**config.mk**
```make
export PLATFORM = sky130hd
export DESIGN_NAME = regfile_arbiter
export DESIGN_NICKNAME = d
export VERILOG_FILES = /design/src/rtl/regfile_arbiter.sv
export SDC_FILE = /design/constraint.sdc
export NUM_CORES = 1
export LEC_CHECK = 0
export CORE_ASPECT_RATIO = 0.7
export CORE_MARGIN = 1
export CORE_UTILIZATION = 35
export CTS_CLUSTER_DIAMETER = 50
export DETAILED_ROUTE_END_ITERATION = 16
export PLACE_DENSITY = 0.77
export SYNTH_ARGS = -nofsm -noshare
export SYNTH_HDL_FRONTEND = slang
export SYNTH_SLANG_ARGS = --single-unit
export TNS_END_PERCENT = 10
```
**constraint.sdc**
```tcl
create_clock -name clk -period 2.5 [get_ports clk]
set_input_delay 0.75 -clock clk [delete_from_list [all_inputs] [get_ports clk]]
set_output_delay 0.75 -clock clk [all_outputs]
set_load 0.005 [all_outputs]
```
**src/rtl/regfile_arbiter.sv**
```systemverilog
// Round-robin arbiter and sequencer sharing a 4x8 register file between two requesters,
// with bounded locked bursts and registered read return one cycle after each grant.
module regfile_arbiter #(
    parameter int unsigned MAX_BURST = 4
) (
    input  logic       clk,
    input  logic       rst,
    input  logic       req_a,
    input  logic       req_b,
    input  logic       lock_a,
    input  logic       lock_b,
    input  logic       we_a,
    input  logic       we_b,
    input  logic [1:0] addr1_a,
    input  logic [1:0] addr1_b,
    input  logic [1:0] addr2_a,
    input  logic [1:0] addr2_b,
    input  logic [7:0] wdata_a,
    input  logic [7:0] wdata_b,
    output logic       gnt_a,
    output logic       gnt_b,
    output logic       rvalid_a,
    output logic       rvalid_b,
    output logic [7:0] rdata1,
    output logic [7:0] rdata2,
    output logic       rf_wen,
    output logic [1:0] rf_in_1,
    output logic [1:0] rf_in_2,
    output logic [7:0] rf_data,
    input  logic [7:0] rf_out_1,
    input  logic [7:0] rf_out_2
);

    typedef enum logic [1:0] {IDLE, GNT_A, GNT_B} state_t;
    typedef enum logic {REQ_A, REQ_B} req_id_t;

    localparam logic [3:0] BURST_LIMIT = 4'(MAX_BURST - 1);

    state_t     state_q, state_d;
    req_id_t    last_q, last_d;
    logic [3:0] burst_q, burst_d;
    logic       rvalid_a_q, rvalid_a_d;
    logic       rvalid_b_q, rvalid_b_d;
    logic [7:0] rdata1_q, rdata1_d;
    logic [7:0] rdata2_q, rdata2_d;
    logic       tx_a, tx_b;

    // State register
    always_ff @(posedge clk) begin
        if (rst) begin
            state_q    <= IDLE;
            last_q     <= REQ_B;
            burst_q    <= 4'd0;
            rvalid_a_q <= 1'b0;
            rvalid_b_q <= 1'b0;
            rdata1_q   <= 8'h00;
            rdata2_q   <= 8'h00;
        end else begin
            state_q    <= state_d;
            last_q     <= last_d;
            burst_q    <= burst_d;
            rvalid_a_q <= rvalid_a_d;
            rvalid_b_q <= rvalid_b_d;
            rdata1_q   <= rdata1_d;
            rdata2_q   <= rdata2_d;
        end
    end

    // Next-state logic
    always_comb begin
        // NOTE: every signal gets a default first so no path leaves it unassigned (no latches).
        state_d    = state_q;
        burst_d    = 4'd0;
        last_d     = last_q;
        rvalid_a_d = tx_a;
        rvalid_b_d = tx_b;
        rdata1_d   = rdata1_q;
        rdata2_d   = rdata2_q;

        if (tx_a) begin
            last_d = REQ_A;
        end else if (tx_b) begin
            last_d = REQ_B;
        end

        // Read ports are sampled at the grant edge, so a write returns the old contents.
        if (tx_a || tx_b) begin
            rdata1_d = rf_out_1;
            rdata2_d = rf_out_2;
        end

        if (!req_a && !req_b) begin
            state_d = IDLE;
        end else if (req_a && !req_b) begin
            state_d = GNT_A;
        end else if (!req_a && req_b) begin
            state_d = GNT_B;
        end else begin
            unique case (state_q)
                IDLE:  state_d = (last_q == REQ_B) ? GNT_A : GNT_B;
                GNT_A: begin
                    if (lock_a && (burst_q < BURST_LIMIT)) begin
                        burst_d = burst_q + 4'd1;
                    end else begin
                        state_d = GNT_B;
                    end
                end
                GNT_B: begin
                    if (lock_b && (burst_q < BURST_LIMIT)) begin
                        burst_d = burst_q + 4'd1;
                    end else begin
                        state_d = GNT_A;
                    end
                end
                default: state_d = IDLE;
            endcase
        end
    end

    // Output logic
    always_comb begin
        // NOTE: reset gates the grant combinationally so no write lands on the reset edge.
        tx_a    = !rst && (state_q == GNT_A) && req_a;
        tx_b    = !rst && (state_q == GNT_B) && req_b;
        gnt_a   = tx_a;
        gnt_b   = tx_b;
        rf_wen  = 1'b0;
        rf_in_1 = 2'd0;
        rf_in_2 = 2'd0;
        rf_data = 8'h00;
        if (tx_a) begin
            rf_wen  = we_a;
            rf_in_1 = addr1_a;
            rf_in_2 = addr2_a;
            rf_data = wdata_a;
        end else if (tx_b) begin
            rf_wen  = we_b;
            rf_in_1 = addr1_b;
            rf_in_2 = addr2_b;
            rf_data = wdata_b;
        end
    end

    assign rvalid_a = rvalid_a_q;
    assign rvalid_b = rvalid_b_q;
    assign rdata1   = rdata1_q;
    assign rdata2   = rdata2_q;

endmodule

```
==> flow_metrics.py, run 1 <==
metrics = {
    "run_status": {
        "status": "finished, violations left",
        "violations": "negative setup slack",
    },
    "routing": {
        "firstDrtPassIters": 4,
        "drtAntennaViolNets": 0,
        "wirelength_um": 4110,
        "drt-initial-drc-count": 111,
        "dr_total_vias": 1425,
        "routedWlPerCell_um": 14.9,
        "drc_errors": 0,
        "viasPerCell": 5.14,
    },
    "timing": {
        "hold_viol_final": 0,
        "finClkSkew_ns": 0.00837,
        "finalCritPeriodShare_pct": 100,
        "clock.fmax_mhz": 399,
        "setup_slack_ns": -0.00521,
        "rsz0062_at_grt": "true",
        "layout_min_cycle_time_ns": 2.51,
        "finalSetupViolations": 1,
        "final_max_slew_viol_count": 0,
        "holdWs_ns": 0.471,
    },
    "clocking": {
        "cts_tree": "done",
        "clockRootBuffer": "clkbuf_8",
        "clock_sinks": 25,
        "clk_latency_ns": 0.27,
        "clockBufferDepth": 2,
        "h-tree-depth": 1,
        "clk_pin_slew_worst_paths_ns": 0.08,
        "cts_buffers": 3,
    },
    "placement": {
        "globalplace.congestion": 0.782,
        "numPortBuffers": 80,
        "dp_hpwl_um": 3160,
        "dpl_worst_slack_ns": -0.660,
        "place_inst": 268,
    },
    "synthesis": {
        "synth.distinct_cells": 32,
        "syn_inst": 137,
        "synth_area_um2": 1240,
        "yosysWarnings": 0,
        "syn_area_per_cell_um2": 9.07,
        "synth_top_area_cell": "dfxtp_1",
        "yosysTopAreaCellShare_pct": 40.3,
        "synth_seq_area_share_pct": 40.3,
        "synth_top_cells_by_area": "dfxtp_1 40%, a22o_1 9.2%, a21oi_1 7.3%, ha_1 7.0%, nand3_1 6.4%",
        "ys_ff_latch": 25,
    },
    "worst_setup_path": {
        "worstPathArrival_ns": 1.76,
        "worstSetupStartpoint": "req_a",
        "cp_data_required_time_ns": 1.75,
        "critical-path-slowest-cell": "nor3b_4",
        "cpPeakStageDelay_ns": 0.24,
        "path_max_fanout": 7,
        "path_class": "in2out",
        "worstPathCellList": "buf_2, nand2_4, nor3b_4, buf_6, buf_12, a22o_1, clkdlybuf4s15_2",
        "cp-start-kind": "input port",
        "r2r_start": "state_q[1]",
        "timing.critical_path.to_type": "output pin",
    },
    "global_route": {
        "grt_overflow": 0,
        "antenna_found_initial": 0,
        "grt_usage_pct": 22.7,
        "grt_max_degree": 26,
        "grt_pass1_wl_um": 6420,
        "grt_pass1_vias": 1458,
    },
    "pwr": {
        "ir_worst_vdd_mv": 0.243,
        "p_total_uw": 931,
        "p_per_area_nw_per_um2": 408,
        "p_leak_nw": 0.920,
    },
    "finish": {
        "finalNonFillerCells": 277,
        "drive_gt1_share_pct": 23.0,
        "fillers": 243,
        "area_growth_pct": 83.8,
        "seqCellArea_um2": 508,
        "antenna-diode-count": 0,
        "finalNetCount": 286,
        "multi_input_area_um2": 713,
    },
    "job": {
        "cap_violations": 0,
    },
    "floorplan": {
        "fp-row-count": 17,
        "die_y_um": 51.9,
        "die_w_um": 73.2,
        "initial_core_util_pct": 38.2,
        "ios": 81,
        "core_um2": 3250,
        "dieArea_um2": 3800,
    },
    "worst_hold_path": {
        "hp-start": "burst_q[0]",
        "hp-class": "reg2reg",
    },
}
## area by class of cell
cell class / count / share of cell area, %
clock buffer: 3 / 1.81
inverter: 5 / 0.822
multi-input combinational: 99 / 31.2
clock inverter: 1 / 0.329
tap: 47 / 2.58
timing repair buffer: 97 / 41.0
sequential: 25 / 22.2
## synthesized netlist by cell type
cell	number
dfxtp_1	25
a21oi_1	18
nand3_1	16
o21ai_0	15
a22o_1	13
ha_1	7
nor2_1	6
inv_1	5
buf_2	4
buf_4	2
clkbuf_1	2
nand2_1	2
nor3_1	2
o41ai_1	2
a21oi_2	1
a221oi_1	1
a22o_2	1
a22oi_1	1
a22oi_4	1
and4bb_2	1
buf_6	1
conb_1	1
nor2_2	1
nor3b_1	1
nor3b_2	1
nor3b_4	1
nor4b_1	1
nor4bb_1	1
o21ai_1	1
or2_1	1
or3_1	1
or3_4	1
## worst max-delay path: cells and delay by family
family                 cells  cell delay (ns)
AO/OA/AOI/OAI              1             0.13
buffers and inverters      4             0.57
AND/OR/NAND/NOR            2             0.31
## layer usage
layer	up-vias	GRT usage (%)	part of all wire, %
li1	691	-	-
met1	664	25.2	39
met2	64	43.7	53
met3	6	4.07	6.2
met4	0	7.19	1.2
met5	-	0	0
## worst paths after layout
| kind | end | slack [ns] | cells after the start |
|---|---|---|---|
| worst max-delay path | rf_data[7] | -0.005 | 7 |
| worst min register to register | burst_q[0] | 0.47 | 1 |
| worst min-delay path | burst_q[0] | 0.47 | 1 |
| worst max register to register | rdata1[5] | 0.99 | 6 |
## placed cells by master (no fill, tap or decap), types with 2 or more instances in the layout
master,instances
a21oi_1,18
buf_4,9
o41ai_1,2
inv_2,2
inv_1,3
nor2_1,6
nor3_1,2
buf_6,4
nand3_1,16
buf_2,13
dfxtp_4,2
clkdlybuf4s50_1,62
dfxtp_1,23
ha_4,2
a22o_1,13
ha_1,5
clkbuf_2,2
conb_1,2
buf_12,2
buf_16,2
clkbuf_8,3
o21ai_0,15
## sequential cells by signal (all words and copies together), names as in the netlist
signal / count
rdata1: 8
rvalid_a: 1
burst_q: 4
rdata2: 8
state_q: 2
last_q: 1
rvalid_b: 1
## repair_timing
action	in CTS	in global routing
hold buffers	0	0
resized for setup	64	20
gates cloned	2	0
pin swaps	2	3
setup endpoints to repair	15	14
setup buffers	3	0
## report_power, final
group	switching [mW]	internal [mW]	leakage [nW]
Combinational	0.108	0.156	0.694
Clock	0.128	0.113	0.0217
Sequential	0.0110	0.415	0.205
## logic make-up (layout without fill, tap and decap cells)
logic type	count (synthesis)	count (layout)	share of synthesized area [%]
AO/OA/AOI/OAI	54	54	28.8
AND/OR/NAND/NOR	36	36	17.7
flip-flops	25	25	40.3
buffers and inverters	14	106	5.84
adder cells (fa/ha/maj)	7	7	7.05
other	1	2	0.302
## per-stage QoR
step | utilization [%] | TNS [ns] | cell area (um2)
6_report | 70.2 | -0.00521 | 2280
3_3_place_gp | 66.6 | -9.16 | 2170
4_1_cts | 69.9 | -0.557 | 2270
3_5_place_dp | 66.6 | -9.08 | 2170
5_1_grt | 70.2 | -0.0781 | 2280
2_1_floorplan | - | 0 | 1250
(Power assumes the default switching activity.)
==> inputs of run 2 (changes only) <==
- RECOVER_POWER: unset -> 100
- SETUP_SLACK_MARGIN: unset -> 0.05
==> run 2 against run 1 <==
  * The flow now finishes without violations
  * Routed wire length is 1.7% lower
  * Global-route usage is 0.13 points lower
  * Worst setup slack better by 0.090 ns
  * Utilization is 0.65 points lower
  * Sequential power hardly changed
  * Clock power hardly changed
  * Total power is 0.71% lower
  * Critical endpoint is now rf_data[5]
  * Largest power group unchanged
==> flow_metrics.py, run 2 (synthesis results as in run 1) <==
metrics = {
    "run_status": {
        "status": "complete, no violations",
    },
    "pwr": {
        "power.share.clock_pct": 26.1,
        "ir_worst_vdd_mv": 0.242,
        "switching_share_pct": 26.6,
        "p_per_area_nw_per_um2": 409,
        "seq_power_share_pct": 46.1,
        "p_leak_nw": 0.943,
        "comb_power_share_pct": 27.9,
        "p_sw_uw": 246,
        "p_int_uw": 678,
    },
    "worst_setup_path": {
        "cp_data_required_time_ns": 1.75,
        "worstPathCellList": "buf_2, nand2_4, nor3b_4, buf_6, buf_16, a22o_1, clkbuf_1",
        "path_max_fanout": 6,
        "cpPeakStageDelay_ns": 0.24,
        "crit_buf_inv": 4,
        "critical-path-slowest-cell": "nor3b_4",
        "worstPathArrival_ns": 1.66,
        "path_class": "in2out",
        "cpLargestDelayFamily": "buffers and inverters",
        "cp-start-kind": "input port",
        "timing.critical_path.to_type": "output pin",
    },
    "finish": {
        "final_common_cell": "clkdlybuf4s50_1",
        "area_growth_pct": 82.1,
        "finalNetCount": 286,
        "layout_common_cells": "43 x clkdlybuf4s50_1, 23 x dfxtp_1, 19 x dlygate4sd3_1, 18 x a21oi_1, 16 x nand3_1",
        "antenna-diode-count": 0,
        "stdcell_area_um2": 2260,
        "multi_input_area_um2": 708,
        "fillers": 252,
        "drive_gt1_share_pct": 20.9,
        "seqCellArea_um2": 508,
    },
    "timing": {
        "finClkSkew_ns": 0.00988,
        "hold_viol_final": 0,
        "finalSetupViolations": 0,
        "setup_slack_ns": 0.0850,
        "finalCritPeriodShare_pct": 96.6,
        "layout_min_cycle_time_ns": 2.41,
        "holdWs_ns": 0.457,
        "rsz0062_at_grt": "true",
        "final_max_slew_viol_count": 0,
        "clock.fmax_mhz": 414,
    },
    "floorplan": {
        "die_w_um": 73.2,
        "initial_core_util_pct": 38.2,
        "core_um2": 3250,
        "dieArea_um2": 3800,
        "fp-row-count": 17,
        "die_y_um": 51.9,
        "ios": 81,
    },
    "clocking": {
        "cts_buffers": 3,
        "cts_tree": "done",
        "clk_latency_ns": 0.27,
        "clockRootBuffer": "clkbuf_8",
        "clk_pin_slew_worst_paths_ns": 0.08,
        "clock_sinks": 25,
        "clockBufferDepth": 2,
        "cts_hold_buf": 0,
        "h-tree-depth": 1,
    },
    "global_route": {
        "grt_overflow": 0,
        "grt_max_degree": 26,
        "grt_usage_pct": 22.5,
        "grt_pass1_vias": 1468,
        "antenna_found_initial": 0,
        "grt_pass1_wl_um": 6400,
    },
    "routing": {
        "viasPerCell": 5.14,
        "drt-initial-drc-count": 81,
        "dr_total_vias": 1425,
        "drtAntennaViolNets": 0,
        "wirelength_um": 4050,
        "firstDrtPassIters": 4,
        "routedWlPerCell_um": 14.6,
        "drc_errors": 0,
    },
    "worst_hold_path": {
        "hp-class": "reg2reg",
    },
    "placement": {
        "placed_cell_area_um2": 2170,
        "dp_hpwl_um": 3160,
        "globalplace.congestion": 0.782,
        "dpl_worst_slack_ns": -0.660,
        "numPortBuffers": 80,
    },
    "job": {
        "cap_violations": 0,
    },
}
run 2: changes by cell type in the layout (fill, tap and decap cells not counted), moves of 3 or more:
| cell | before | now |
|---|---|---|
| clkbuf_1 | 0 | 3 |
| buf_2 | 13 | 6 |
| clkdlybuf4s50_1 | 62 | 43 |
| clkbuf_2 | 2 | 7 |
| dlygate4sd3_1 | 0 | 19 |
run 2: metal layers:
layer	vias to the layer above	share of wire, %	global-route usage (%)
li1	691	-	-
met1	651	38	25.0
met2	77	53	43.4
met3	6	7.7	4.07
met4	0	1.2	7.52
met5	-	0	0
run 2: final cells by class:
type,count,share of cell area [%]
flip-flops and latches,25,22.5
clock inverters,1,0.332
clock buffers,3,1.83
multi-input cells,99,31.3
inverters,5,0.830
well taps,47,2.60
repair buffers,97,40.7
run 2: repair_timing:
item | in CTS | in global routing
gates resized for setup | 46 | 31
pin swaps | 2 | 4
setup endpoints to repair | 15 | 15
buffers inserted | 3 | 0
gates cloned | 2 | 0
run 2: final timing paths:
kind,cells after the start,endpoint,from,slack (ns)
setup / recovery,7,rf_data[5],req_a,0.09
hold reg to reg,1,burst_q[0],burst_q[0],0.46
setup reg to reg,6,state_q[0],state_q[1],1.00
hold / removal,1,burst_q[0],burst_q[0],0.46
run 2: stage by stage:
step           setup TNS [ns]  instances  power [mW]  util, %
3_3_place_gp            -9.16        268       0.675     66.6
4_1_cts                 -1.10        277       0.932     70.6
5_1_grt                     0        277       0.969     69.5
6_report                    0        277       0.924     69.5
3_5_place_dp            -9.08        268       0.685     66.6
2_1_floorplan               0        138       0.528        -
run 2: power groups by stage:
stage / combinational (mW) / sequential, mW / clock, mW
3_5_place_dp: 0.251 / 0.433 / 0
4_1_cts: 0.260 / 0.424 / 0.247
3_3_place_gp: 0.243 / 0.432 / 0
2_1_floorplan: 0.0939 / 0.434 / 0
5_1_grt: 0.278 / 0.428 / 0.264
6_report: 0.258 / 0.426 / 0.241
==> inputs of run 3 (changes only) <==
- CELL_PAD_IN_SITES_DETAIL_PLACEMENT: unset -> 1
- CELL_PAD_IN_SITES_GLOBAL_PLACEMENT: unset -> 1
- CORE_UTILIZATION: 35 -> 25
- PLACE_DENSITY: 0.77 -> 0.79
- SETUP_SLACK_MARGIN: 0.05 -> 0.02
==> run 3 against run 2 <==
  * Sequential power about the same
  * Maximum frequency down 2.9%
  * Critical path type unchanged
  * Largest cell class unchanged
  * Cell area down 0.17%
  * Worst hold slack worse by 0.0070 ns
==> flow_metrics.py, run 3 (synthesis results as in run 1) <==
metrics = {
    "floorplan": {
        "dieArea_um2": 5260,
        "initial_core_util_pct": 26.0,
        "die_w_um": 86.3,
        "fp-row-count": 21,
        "die_y_um": 61.0,
        "core_um2": 4780,
        "ios": 81,
    },
    "finish": {
        "layout_common_cells": "62 x clkdlybuf4s50_1, 23 x dfxtp_1, 18 x a21oi_1, 16 x nand3_1, 15 x o21ai_0",
        "finalNetCount": 287,
        "antenna-diode-count": 0,
        "drive_gt1_share_pct": 22.1,
        "stdcell_area_um2": 2260,
        "final_common_cell": "clkdlybuf4s50_1",
        "finalNonFillerCells": 300,
        "area_growth_pct": 81.8,
        "final_core_util_pct": 47.2,
    },
    "placement": {
        "dpl_worst_slack_ns": -0.652,
        "globalplace.congestion": 0.784,
        "placed_cell_area_um2": 2200,
        "place_inst": 291,
        "numPortBuffers": 80,
        "dp_hpwl_um": 2940,
    },
    "clocking": {
        "h-tree-depth": 1,
        "clk_latency_ns": 0.27,
        "clock_sinks": 25,
        "cts_tree": "done",
        "clockRootBuffer": "clkbuf_8",
        "cts_buffers": 3,
        "clk_pin_slew_worst_paths_ns": 0.09,
        "clockBufferDepth": 2,
    },
    "global_route": {
        "grt_overflow": 0,
        "antenna_found_initial": 0,
        "grt_usage_pct": 16.0,
        "grt_max_degree": 21,
        "grt_pass1_wl_um": 6440,
        "grt_pass1_vias": 1402,
    },
    "worst_setup_path": {
        "cpLargestDelayFamily": "buffers and inverters",
        "crit_buf_inv": 4,
        "worstPathCellList": "buf_2, nand2_4, nor3b_4, buf_6, buf_16, a22o_1, clkdlybuf4s15_2",
        "cpPeakStageDelay_ns": 0.22,
        "r2r-end": "rdata2[2]",
        "cp_data_required_time_ns": 1.75,
        "critical-path-slowest-cell": "nor3b_4",
        "worstPathArrival_ns": 1.74,
        "r2r_start": "state_q[1]",
        "timing.critical_path.to_type": "output pin",
        "r2r_slack_ns": 0.74,
        "path_max_fanout": 6,
        "path_class": "in2out",
        "cp-start-kind": "input port",
        "worstRegToRegCells": 6,
    },
    "pwr": {
        "p_total_uw": 916,
        "ir_worst_vdd_mv": 0.156,
        "p_per_area_nw_per_um2": 406,
        "p_leak_nw": 0.893,
    },
    "routing": {
        "routedWlPerCell_um": 13.6,
        "dr_total_vias": 1409,
        "wl_met2_um": 1960,
        "viasPerCell": 4.70,
        "routed.top_layer": "met4",
        "met3_length_um": 267,
        "drc_errors": 0,
        "wl_met1_um": 1800,
        "drt-initial-drc-count": 8,
        "firstDrtPassIters": 4,
        "wirelength_um": 4090,
        "drtAntennaViolNets": 0,
    },
    "timing": {
        "finClkSkew_ns": 0.00329,
        "max_slew_margin_pct": 39.3,
        "tightest_slew_ns": 0.910,
        "layout_min_cycle_time_ns": 2.49,
        "finalSetupViolations": 0,
        "clock.fmax_mhz": 402,
        "rsz0062_at_grt": "true",
        "setup_slack_ns": 0.0128,
        "fin_setup_tns_ns": 0,
        "hold_viol_final": 0,
        "final_max_slew_viol_count": 0,
        "finalCritPeriodShare_pct": 99.5,
        "holdWs_ns": 0.450,
    },
    "worst_hold_path": {
        "hp-start": "burst_q[0]",
        "hp-class": "reg2reg",
        "min_to": "burst_q[0]",
        "hold_depth": 1,
    },
    "run_status": {
        "status": "complete, no violations",
    },
    "job": {
        "cap_violations": 0,
    },
}
==> run 3: repair_timing <==
action | 4_1_cts | 5_1_grt
gates cloned | 2 | 0
pin swaps | 6 | 1
hold buffers | 0 | 0
buffers inserted | 3 | 0
resized for setup | 73 | 6
endpoints found under the setup margin | 15 | 14
==> run 3: metal layers <==
metal	GRT usage, %	vias to the layer above
met5	0	-
li1	-	691
met4	4.29	0
met1	18.1	655
met2	29.1	57
met3	5.85	6
==> run 3: how the worst max path moves through the flow <==
stage / start / to / slack [ns] / depth (start not counted)
6_report: req_a / rf_data[3] / 0.01 / 7
3_3_place_gp: req_a / rf_data[5] / -0.61 / 6
4_1_cts: state_q[1] / gnt_a / -0.007 / 6
3_5_place_dp: req_a / rf_data[1] / -0.65 / 6
5_1_grt: state_q[1] / rf_data[3] / -0.07 / 8
2_1_floorplan: req_b / rf_data[0] / 0.37 / 4
==> run 3: area by class of cell <==
| type | count | area, um2 |
|---|---|---|
| Clock buffer | 4 | 45.0 |
| Multi-Input combinational cell | 99 | 684 |
| Tap cell | 69 | 86.3 |
| Sequential cell | 25 | 503 |
| Fill cell | 562 | 2520 |
| Inverter | 5 | 18.8 |
| Timing Repair Buffer | 98 | 921 |
==> run 3: report_power, final <==
part	total [mW]	internal [mW]	switching [mW]
Clock	0.238	0.114	0.124
Combinational	0.254	0.151	0.103
Sequential	0.425	0.416	0.00906
==> run 3: worst register-to-register path, delay by kind of cell, from the launching register on <==
kind / cells / cell delay, ns
compound gates: 3 / 0.94
flops: 1 / 0.35
buf+inv: 2 / 0.20
fa+ha+maj: 1 / 0.19
